## src/rtl/cap_pkg.sv

```systemverilog
// Shared types and default sizing for the capture controller slice.
package cap_pkg;

    localparam int unsigned CAP_ENTRIES = 384;
    localparam int unsigned CAP_AW      = 9;

    typedef enum logic [1:0] {
        IDLE,
        PRE,
        POST,
        DONE
    } cap_state_t;

endpackage

```

## src/rtl/cap_addr_ctr.sv

```systemverilog
// Circular write-address counter for the sample RAM; wraps ENTRIES-1 -> 0.
module cap_addr_ctr
    import cap_pkg::*;
#(
    parameter int unsigned ENTRIES = CAP_ENTRIES,
    parameter int unsigned AW      = CAP_AW
) (
    input  logic          clk,
    input  logic          rst_n,
    input  logic          clr,
    input  logic          inc,
    output logic [AW-1:0] addr
);

    // Clear wins over increment so a restart always begins at address 0.
    always_ff @(posedge clk or negedge rst_n) begin
        if (!rst_n) begin
            addr <= '0;
        end else if (clr) begin
            addr <= '0;
        end else if (inc) begin
            addr <= (addr == AW'(ENTRIES - 1)) ? '0 : addr + AW'(1);
        end
    end

endmodule

```

## src/rtl/capture_ctrl.sv

```systemverilog
// Sequences one logic-analyzer capture: pre-trigger fill, post-trigger count, done handshake.
// Define CAPTURE_TIMEOUT_EN to add the armed-sample watchdog and the timeout output.
module capture_ctrl
    import cap_pkg::*;
#(
    parameter int unsigned ENTRIES   = CAP_ENTRIES,
    parameter int unsigned AW        = CAP_AW
`ifdef CAPTURE_TIMEOUT_EN
   ,parameter int unsigned TIMEOUT_W = 16
`endif
) (
    input  logic          clk,
    input  logic          rst_n,
    input  logic          run,
    input  logic          wrt_smpl,
    input  logic          triggered,
    input  logic [AW-1:0] trig_pos,
    input  logic          cap_ack,
    output logic          we,
    output logic [AW-1:0] waddr,
    output logic          armed,
    output logic          set_capture_done,
    output logic          capture_done,
    output logic [AW-1:0] trace_end
`ifdef CAPTURE_TIMEOUT_EN
   ,output logic          timeout
`endif
);

    localparam int unsigned CW = AW + 1;

    cap_state_t    state;
    cap_state_t    state_nxt;
    logic [CW-1:0] smpl_cnt;
    logic [CW-1:0] smpl_cnt_nxt;
    logic [CW-1:0] smpl_cnt_adv;
    logic [CW-1:0] fill_sum;
    logic [AW-1:0] post_cnt;
    logic [AW-1:0] post_cnt_nxt;
    logic [AW-1:0] post_cnt_inc;
    logic [AW-1:0] tp;
    logic [AW-1:0] waddr_prev;
    logic [AW-1:0] trace_end_nxt;
    logic          armed_nxt;
    logic          capture_done_nxt;
    logic          set_capture_done_nxt;
    logic          addr_clr;
    logic          complete;
    logic          to_hit;

`ifdef CAPTURE_TIMEOUT_EN
    logic [TIMEOUT_W-1:0] to_cnt;
    logic [TIMEOUT_W-1:0] to_cnt_nxt;
    logic                 timeout_nxt;
`endif

    // Post-trigger depth can never exceed one RAM less the trigger sample itself.
    assign tp = (CW'(trig_pos) >= CW'(ENTRIES)) ? AW'(ENTRIES - 1) : trig_pos;

    assign waddr_prev   = (waddr == '0) ? AW'(ENTRIES - 1) : waddr - AW'(1);
    assign post_cnt_inc = post_cnt + AW'(1);
    assign smpl_cnt_adv = (wrt_smpl && (smpl_cnt != CW'(ENTRIES))) ? smpl_cnt + CW'(1) : smpl_cnt;
    assign fill_sum     = smpl_cnt_adv + CW'(tp);

    cap_addr_ctr #(
        .ENTRIES (ENTRIES),
        .AW      (AW)
    ) u_addr_ctr (
        .clk   (clk),
        .rst_n (rst_n),
        .clr   (addr_clr),
        .inc   (we),
        .addr  (waddr)
    );

    // Next-state, counter and flag updates.
    always_comb begin
        state_nxt            = state;
        smpl_cnt_nxt         = smpl_cnt;
        post_cnt_nxt         = post_cnt;
        armed_nxt            = armed;
        capture_done_nxt     = capture_done;
        set_capture_done_nxt = 1'b0;
        trace_end_nxt        = trace_end;
        we                   = 1'b0;
        addr_clr             = 1'b0;
        complete             = 1'b0;
        to_hit               = 1'b0;
`ifdef CAPTURE_TIMEOUT_EN
        to_cnt_nxt           = to_cnt;
        timeout_nxt          = timeout;
`endif

        unique case (state)
            IDLE: begin
                if (run) begin
                    state_nxt    = PRE;
                    addr_clr     = 1'b1;
                    smpl_cnt_nxt = '0;
                    post_cnt_nxt = '0;
`ifdef CAPTURE_TIMEOUT_EN
                    to_cnt_nxt   = '0;
`endif
                end
            end

            PRE: begin
                we           = wrt_smpl;
                smpl_cnt_nxt = smpl_cnt_adv;
                if (fill_sum >= CW'(ENTRIES)) begin
                    armed_nxt = 1'b1;
                end
`ifdef CAPTURE_TIMEOUT_EN
                if (armed && wrt_smpl) begin
                    to_cnt_nxt = to_cnt + TIMEOUT_W'(1);
                end
                to_hit = &to_cnt_nxt;
`endif
                // A strobe in the transition cycle is written as a pre-trigger sample.
                if (to_hit) begin
                    complete = 1'b1;
                end else if (triggered && armed) begin
                    state_nxt = POST;
                end
            end

            POST: begin
                if (tp == '0) begin
                    complete = 1'b1;
                end else begin
                    we = wrt_smpl;
                    if (wrt_smpl) begin
                        post_cnt_nxt = post_cnt_inc;
                        if (post_cnt_inc == tp) begin
                            complete = 1'b1;
                        end
                    end
                end
            end

            DONE: begin
                if (cap_ack) begin
                    state_nxt        = IDLE;
                    capture_done_nxt = 1'b0;
`ifdef CAPTURE_TIMEOUT_EN
                    timeout_nxt      = 1'b0;
`endif
                end
            end

            default: begin
                state_nxt = IDLE;
            end
        endcase

        // Trace end is the address written this cycle, else the last one written.
        if (complete) begin
            state_nxt            = DONE;
            set_capture_done_nxt = 1'b1;
            capture_done_nxt     = 1'b1;
            armed_nxt            = 1'b0;
            trace_end_nxt        = we ? waddr : waddr_prev;
`ifdef CAPTURE_TIMEOUT_EN
            if (to_hit) begin
                timeout_nxt = 1'b1;
            end
`endif
        end
    end

    always_ff @(posedge clk or negedge rst_n) begin
        if (!rst_n) begin
            state            <= IDLE;
            smpl_cnt         <= '0;
            post_cnt         <= '0;
            armed            <= 1'b0;
            set_capture_done <= 1'b0;
            capture_done     <= 1'b0;
            trace_end        <= '0;
`ifdef CAPTURE_TIMEOUT_EN
            to_cnt           <= '0;
            timeout          <= 1'b0;
`endif
        end else begin
            state            <= state_nxt;
            smpl_cnt         <= smpl_cnt_nxt;
            post_cnt         <= post_cnt_nxt;
            armed            <= armed_nxt;
            set_capture_done <= set_capture_done_nxt;
            capture_done     <= capture_done_nxt;
            trace_end        <= trace_end_nxt;
`ifdef CAPTURE_TIMEOUT_EN
            to_cnt           <= to_cnt_nxt;
            timeout          <= timeout_nxt;
`endif
        end
    end

endmodule

```

## config.mk

```make
export PLATFORM = sky130hd
export DESIGN_NAME = capture_ctrl
export DESIGN_NICKNAME = d
export VERILOG_FILES = /design/src/rtl/cap_pkg.sv /design/src/rtl/cap_addr_ctr.sv /design/src/rtl/capture_ctrl.sv
export SDC_FILE = /design/constraint.sdc
export NUM_CORES = 1
export LEC_CHECK = 0
export BUFFER_PORTS_ARGS = -buffer_cell sky130_fd_sc_hd__buf_4
export CELL_PAD_IN_SITES_DETAIL_PLACEMENT = 1
export CELL_PAD_IN_SITES_GLOBAL_PLACEMENT = 1
export CORE_AREA = 2 2 90 92
export CTS_BUF_LIST = sky130_fd_sc_hd__clkbuf_4 sky130_fd_sc_hd__clkbuf_8
export DETAILED_ROUTE_END_ITERATION = 10
export DIE_AREA = 0 0 92 94
export PLACE_DENSITY_LB_ADDON = 0.3
export SETUP_SLACK_MARGIN = 0.3
export SLEW_MARGIN = 5
export SYNTH_ARGS = -nofsm -noshare
export SYNTH_HDL_FRONTEND = slang
export SYNTH_SLANG_ARGS = --single-unit
export TNS_END_PERCENT = 1
```

## constraint.sdc

```tcl
create_clock -name clk -period 3.4 [get_ports clk]
set_input_delay 0.34 -clock clk [delete_from_list [all_inputs] [get_ports clk]]
set_output_delay 0.34 -clock clk [all_outputs]
set_load 0.1 [all_outputs]
```

==> flow_summary.ini, run 1 <==
[drt]
drc = 0
dr_wl_met2_um = 4520
viasPerCell = 5.83
drtIter0Drc = 170
dr_wl_met3_um = 349
wirelength_met1_um = 4340
wl_per_cell_um = 17.9
dr_total_vias = 3018
drtPass1Iterations = 4
drt-total-wl_um = 9290
ant_nets = 0
topRoutingLayerUsed = met4

[placed_design]
hpwl_um = 6640
dpl_worst_slack_ns = 0.453
port_buffers = 36
globalplace.congestion = 0.807

[global_route]
grt_antenna_before_repair = 0
grt_pass1_vias = 3031
grt_pass1_wl_um = 15300
grt_overflow = 0
grt_usage_pct = 22.2
grt_start_max_net_pins = 43

[timing]
fin_crit_sh_pct = 85.3
worst_pin_slew_ns = 0.730
report.final.slew_viol_count = 0
tns_ns = 0
fmax_mhz = 345
period_needed_ns = 2.90
skew_ns = 0.00588
grt_setup_unrepaired = false
setup_viol = 0
setup_ws_ns = 0.501
finalHoldViolations = 0
slew_headroom_pct = 50.7

[worst_hold_path]
hp-class = input port to async pin

[clock_network]
tritoncts = done
clockBufferDepth = 2
cts-root-buf = clkbuf_8
cts_buffers = 5
cts.sinks = 42
h-tree-depth = 2
insertion_delay_ns = 0.30
clk_pin_slew_ns = 0.09
ctsHoldBuffers = 0

[setup_path]
ff2ff_path_depth = 13
crit_slowest_cell = dfrtp_2
required_ns = 3.60
path_cells = inv_1 > ha_1 > nor2b_1 > a41o_2 > nor2_2 > xor2_2 > ha_1 > a21oi_1 > a21oi_1 > nor2_1 > mux2i_1 > nand3_1 > a221oi_1
crit_type = flip-flop to flip-flop
critical_path_depth = 13
crit_family = compound AO/OA/AOI/OAI gates
slowest_delay_ns = 0.44
worstPathBufferInverterCount = 1
end_kind = flip-flop
arrival_ns = 3.10
crit_fanout = 6
startpoint_type = flip-flop
r2r_slack_ns = 0.50

[synth]
synth_area_sq_um = 3340
netlist_instances = 395
synth_edf_count = 0
synth_nets = 429
syn_area_per_cell_sq_um = 8.46
ys_seq_area_share_pct = 31.4
yosysWarnings = 0
ys.flop_type = dfrtp_1
post_synth_num_cell_types = 63
async_reset_ff_share_pct = 100
synth-seq-cells = 42

[floorplan]
dieHeight_um = 94
die_w_um = 92
die_area_sq_um = 8650
coreArea_sq_um = 7610
fp-row-count = 32
start_util_pct = 43.9
io_pins = 37

[power]
intPower_w = 0.00124
swShare_pct = 47.7
pwr-share-comb_pct = 53.9
p_clk_share_pct = 17.7
power_density_nw_per_um2 = 630
switchingPower_w = 0.00113
leakage_nw = 1.73
seqPwrFrac_pct = 28.3
peakVddDrop_mv = 0.476

[finish]
fin_nets = 450
area_growth_pct = 12.8
layout_common_cells = buf_4 (42), dfrtp_1 (41), a21oi_1 (33), nand2_1 (30), inv_1 (26)
final_common_cell = buf_4
drive_above_1_share_pct = 18.0
n_antenna_cell = 0

[status]
status = finished clean

[job]
maxCapViolCount = 0
==> final timing paths <==
kind                                           from                       end
max                         smpl_cnt[0]$_DFFE_PN0P_         armed$_DFFE_PN0P_
min                                           rst_n   smpl_cnt[4]$_DFFE_PN0P_
max reg2reg                 smpl_cnt[0]$_DFFE_PN0P_         armed$_DFFE_PN0P_
min reg2reg                capture_done$_DFFE_PN0P_  capture_done$_DFFE_PN0P_
max in group asynchronous                     rst_n   smpl_cnt[0]$_DFFE_PN0P_
min in group clk                            cap_ack  capture_done$_DFFE_PN0P_
==> worst register-to-register path, cell delays in order, from the launching register on <==
cell	delay [ns]
dfrtp_2	0.44
inv_1	0.08
ha_1	0.19
nor2b_1	0.12
a41o_2	0.33
nor2_2	0.15
xor2_2	0.20
ha_1	0.29
a21oi_1	0.17
a21oi_1	0.08
nor2_1	0.19
mux2i_1	0.21
nand3_1	0.10
a221oi_1	0.26
==> power groups by stage <==
stage / Combinational, W / Clock, W / Sequential (W)
3_5_place_dp: 0.00125 / 0 / 0.000676
2_1_floorplan: 0.000850 / 0 / 0.000752
4_1_cts: 0.00127 / 0.000435 / 0.000666
6_report: 0.00128 / 0.000422 / 0.000673
5_1_grt: 0.00141 / 0.000448 / 0.000687
3_3_place_gp: 0.00121 / 0 / 0.000671
==> Yosys cell counts (all sizes together) (2+ instances only) <==
library cell	n	share of area [%]
dfrtp	42	31
a21oi	33	4.9
nand2	30	3.4
inv	27	3.0
o21ai	26	3.9
nor2	24	2.7
xnor2	21	5.5
nor3	19	2.8
ha	18	6.7
clkbuf	17	1.9
nand3	17	2.5
buf	11	2.5
xor2	10	2.8
nand4	8	1.7
mux2	7	2.7
mux2i	7	2.1
nor2b	6	1.1
o31ai	6	1.8
or3	6	1.1
a21o	5	1.1
nand2b	5	0.94
a31oi	4	0.75
and3	3	0.56
nor4	3	1.0
o311ai	3	0.79
or4	3	0.79
a211o	2	0.52
a211oi	2	0.45
a32oi	2	0.52
and2	2	0.37
o211a	2	0.82
o21bai	2	0.45
o221ai	2	0.52
o22ai	2	0.37
o41ai	2	0.52
or2	2	0.37
==> state kept, by name (all words and copies together) (netlist names) <==
signal / count
trace_end: 9
state: 2
armed: 1
set_capture_done: 1
u_addr_ctr.addr: 9
post_cnt: 9
smpl_cnt: 10
capture_done: 1
==> through the flow <==
stage	hold WS, ns	total power [W]	utilization, %	std cells	area (sq um)
floorplan	0.0444	0.00160	-	395	3340
global placement	0.382	0.00188	47.7	510	3630
detailed placement	0.390	0.00193	47.7	510	3630
CTS	0.0607	0.00237	49.2	517	3740
global route	0.0755	0.00255	49.6	518	3770
finish	0.0380	0.00238	49.6	518	3770
==> layout make-up <==
class,count,area [sq um]
Timing Repair Buffer,42,315
Inverter,27,101
Tap cell,102,128
Clock inverter,1,30.0
Fill cell,920,3840
Sequential cell,42,1050
Multi-Input combinational cell,298,2060
Clock buffer,6,82.6
==> metal layers <==
layer,vias to the layer above,GRT usage (%)
met5,-,0
met4,0,4.48
met3,8,2.81
met2,67,38.8
met1,1513,29.7
li1,1430,-
==> cells by family after synthesis <==
group | after synthesis | share of synthesized area (%)
AOI/OAI and AO/OA | 101 | 19.9
xor gates and xnor gates | 31 | 8.35
adders and majority gates | 19 | 7.34
buffers and inverters | 55 | 7.41
DFF | 42 | 31.4
muxes | 14 | 4.79
and+or+nand+nor | 133 | 20.8
==> what timing repair did <==
item                       4_1_cts  5_1_grt
resized for setup                0        6
setup endpoints to repair        0        1
setup buffers                    0        1
Power figures use the tool's default switching activity.
==> inputs of run 2 (changes only) <==
--- a/config.mk
+++ b/config.mk
@@ -6,12 +6,10 @@
 export NUM_CORES = 1
 export LEC_CHECK = 0
 export BUFFER_PORTS_ARGS = -buffer_cell sky130_fd_sc_hd__buf_4
-export CELL_PAD_IN_SITES_DETAIL_PLACEMENT = 1
-export CELL_PAD_IN_SITES_GLOBAL_PLACEMENT = 1
-export CORE_AREA = 2 2 90 92
+export CORE_AREA = 2 2 81 83
 export CTS_BUF_LIST = sky130_fd_sc_hd__clkbuf_4 sky130_fd_sc_hd__clkbuf_8
 export DETAILED_ROUTE_END_ITERATION = 10
-export DIE_AREA = 0 0 92 94
+export DIE_AREA = 0 0 83 85
 export PLACE_DENSITY_LB_ADDON = 0.3
 export SETUP_SLACK_MARGIN = 0.3
 export SLEW_MARGIN = 5
==> flow_summary.ini, run 2 (synthesized netlist as in run 1, its figures left out) <==
[placed_design]
dpl.cell_count = 483
dpl_cell_area_sq_um = 3580
port_buffers = 36
globalplace.congestion = 0.899
hpwl_um = 5720

[power]
peakVddDrop_mv = 0.380
power_w = 0.00223
power_density_nw_per_um2 = 603
leakage_nw = 1.71

[setup_path]
path_cells = inv_1 > ha_1 > nor2b_1 > a41o_1 > nor2_1 > xor2_1 > ha_1 > a21oi_1 > a21oi_1 > nor2_1 > mux2i_1 > nand3_1 > a221oi_1
crit_slowest_cell = dfrtp_2
end_kind = flip-flop
required_ns = 3.61
crit-reg2reg-launch = smpl_cnt[0]$_DFFE_PN0P_
arrival_ns = 3.01
cp-startpoint = smpl_cnt[0]$_DFFE_PN0P_
crit_family = compound AO/OA/AOI/OAI gates
crit_fanout = 6
slowest_delay_ns = 0.43
crit_type = flip-flop to flip-flop
startpoint_type = flip-flop
worstPathBufferInverterCount = 1

[clock_network]
cts.sinks = 42
cts-root-buf = clkbuf_8
clockBufferDepth = 2
cts_buffers = 5
h-tree-depth = 2
tritoncts = done
insertion_delay_ns = 0.30
clk_pin_slew_ns = 0.09

[finish]
design_area_sq_um = 3700
largest_register_ffs = 10
layout_common_cells = dfrtp_1 (41), buf_4 (41), a21oi_1 (33), nand2_1 (30), inv_1 (26)
fillers = 555
multi_input_area_sq_um = 2050
layoutNonFillerInstCount = 493
drive_above_1_share_pct = 17.3
area_growth_pct = 10.8
regArea_sq_um = 1050
fin_nets = 449
max_flop_register = smpl_cnt
n_antenna_cell = 0

[timing]
fin_crit_sh_pct = 82.4
setup_viol = 0
finalHoldViolations = 0
slew_headroom_pct = 48.6
grt_setup_unrepaired = false
tns_ns = 0
worst_pin_slew_ns = 0.761
skew_ns = 0.0114
period_needed_ns = 2.80
report.final.slew_viol_count = 0
fmax_mhz = 357

[global_route]
grt_antenna_before_repair = 0
grt_pass1_wl_um = 13500
grt_overflow = 0
grt_usage_pct = 23.3
grt_start_max_net_pins = 43
grt_pass1_vias = 2752

[floorplan]
dieHeight_um = 85
die_area_sq_um = 7060
die_w_um = 83
start_util_pct = 53.9
io_pins = 37
coreArea_sq_um = 6200
fp-row-count = 29

[drt]
drc = 0
drt-total-wl_um = 7860
ant_nets = 0
drtPass1Iterations = 4
dr_total_vias = 2945
wl_per_cell_um = 15.9
drtIter0Drc = 324
viasPerCell = 5.97

[status]
status = finished clean

[job]
maxCapViolCount = 0

[worst_hold_path]
hp-class = input port to async pin
[run 2: worst paths after layout]
| kind | endpoint | slack (ns) | depth (start not counted) |
|---|---|---|---|
| worst max-delay path | armed$_DFFE_PN0P_ | 0.60 | 13 |
| worst min-delay path | smpl_cnt[3]$_DFFE_PN0P_ | 0.02 | 1 |
| worst max register to register | armed$_DFFE_PN0P_ | 0.60 | 13 |
| worst min register to register | capture_done$_DFFE_PN0P_ | 0.51 | 1 |
| max in group asynchronous | smpl_cnt[0]$_DFFE_PN0P_ | 2.98 | 1 |
| min in group clk | capture_done$_DFFE_PN0P_ | 0.35 | 3 |
[run 2: area by class of cell]
class                           instances  share of cell area [%]
Tap cell                               77                    2.60
Inverter                               27                    2.74
Clock buffer                            6                    2.23
Clock inverter                          2                   0.338
Multi-Input combinational cell        298                    55.4
Timing Repair Buffer                   41                    8.31
Sequential cell                        42                    28.4
[run 2: routing by layer]
metal | part of all wire (%) | routed length [um] | vias to the layer above | global-route usage (%)
met4 | 1.2 | 91 | 0 | 7.45
met1 | 47 | 3670 | 1402 | 33.2
met5 | 0 | 0 | - | 0
li1 | - | - | 1446 | -
met2 | 47 | 3670 | 89 | 35.9
met3 | 5.5 | 434 | 8 | 4.67
[run 2: stage by stage]
step           util (%)  worst slack (ns)  hold slack, ns
2_1_floorplan         -             0.653          0.0444
3_3_place_gp       57.8             0.673           0.371
3_5_place_dp       57.8             0.526           0.379
4_1_cts            59.3             0.527          0.0402
5_1_grt            59.7             0.315          0.0685
6_report           59.7             0.599          0.0202
[run 2: what timing repair did]
item / CTS / global route
buffers inserted: 0 / 2
hold buffers: 0 / 0
setup endpoints to repair: 0 / 1
resized for setup: 0 / 2
[run 2: report_power, final]
part	total (W)	leakage [nW]	internal [W]	switching (W)
Sequential	0.000671	0.560	0.000561	0.000110
Combinational	0.00121	1.11	0.000430	0.000782
Clock	0.000351	0.0472	0.000164	0.000187
Total	0.00223	1.71	0.00115	0.00108
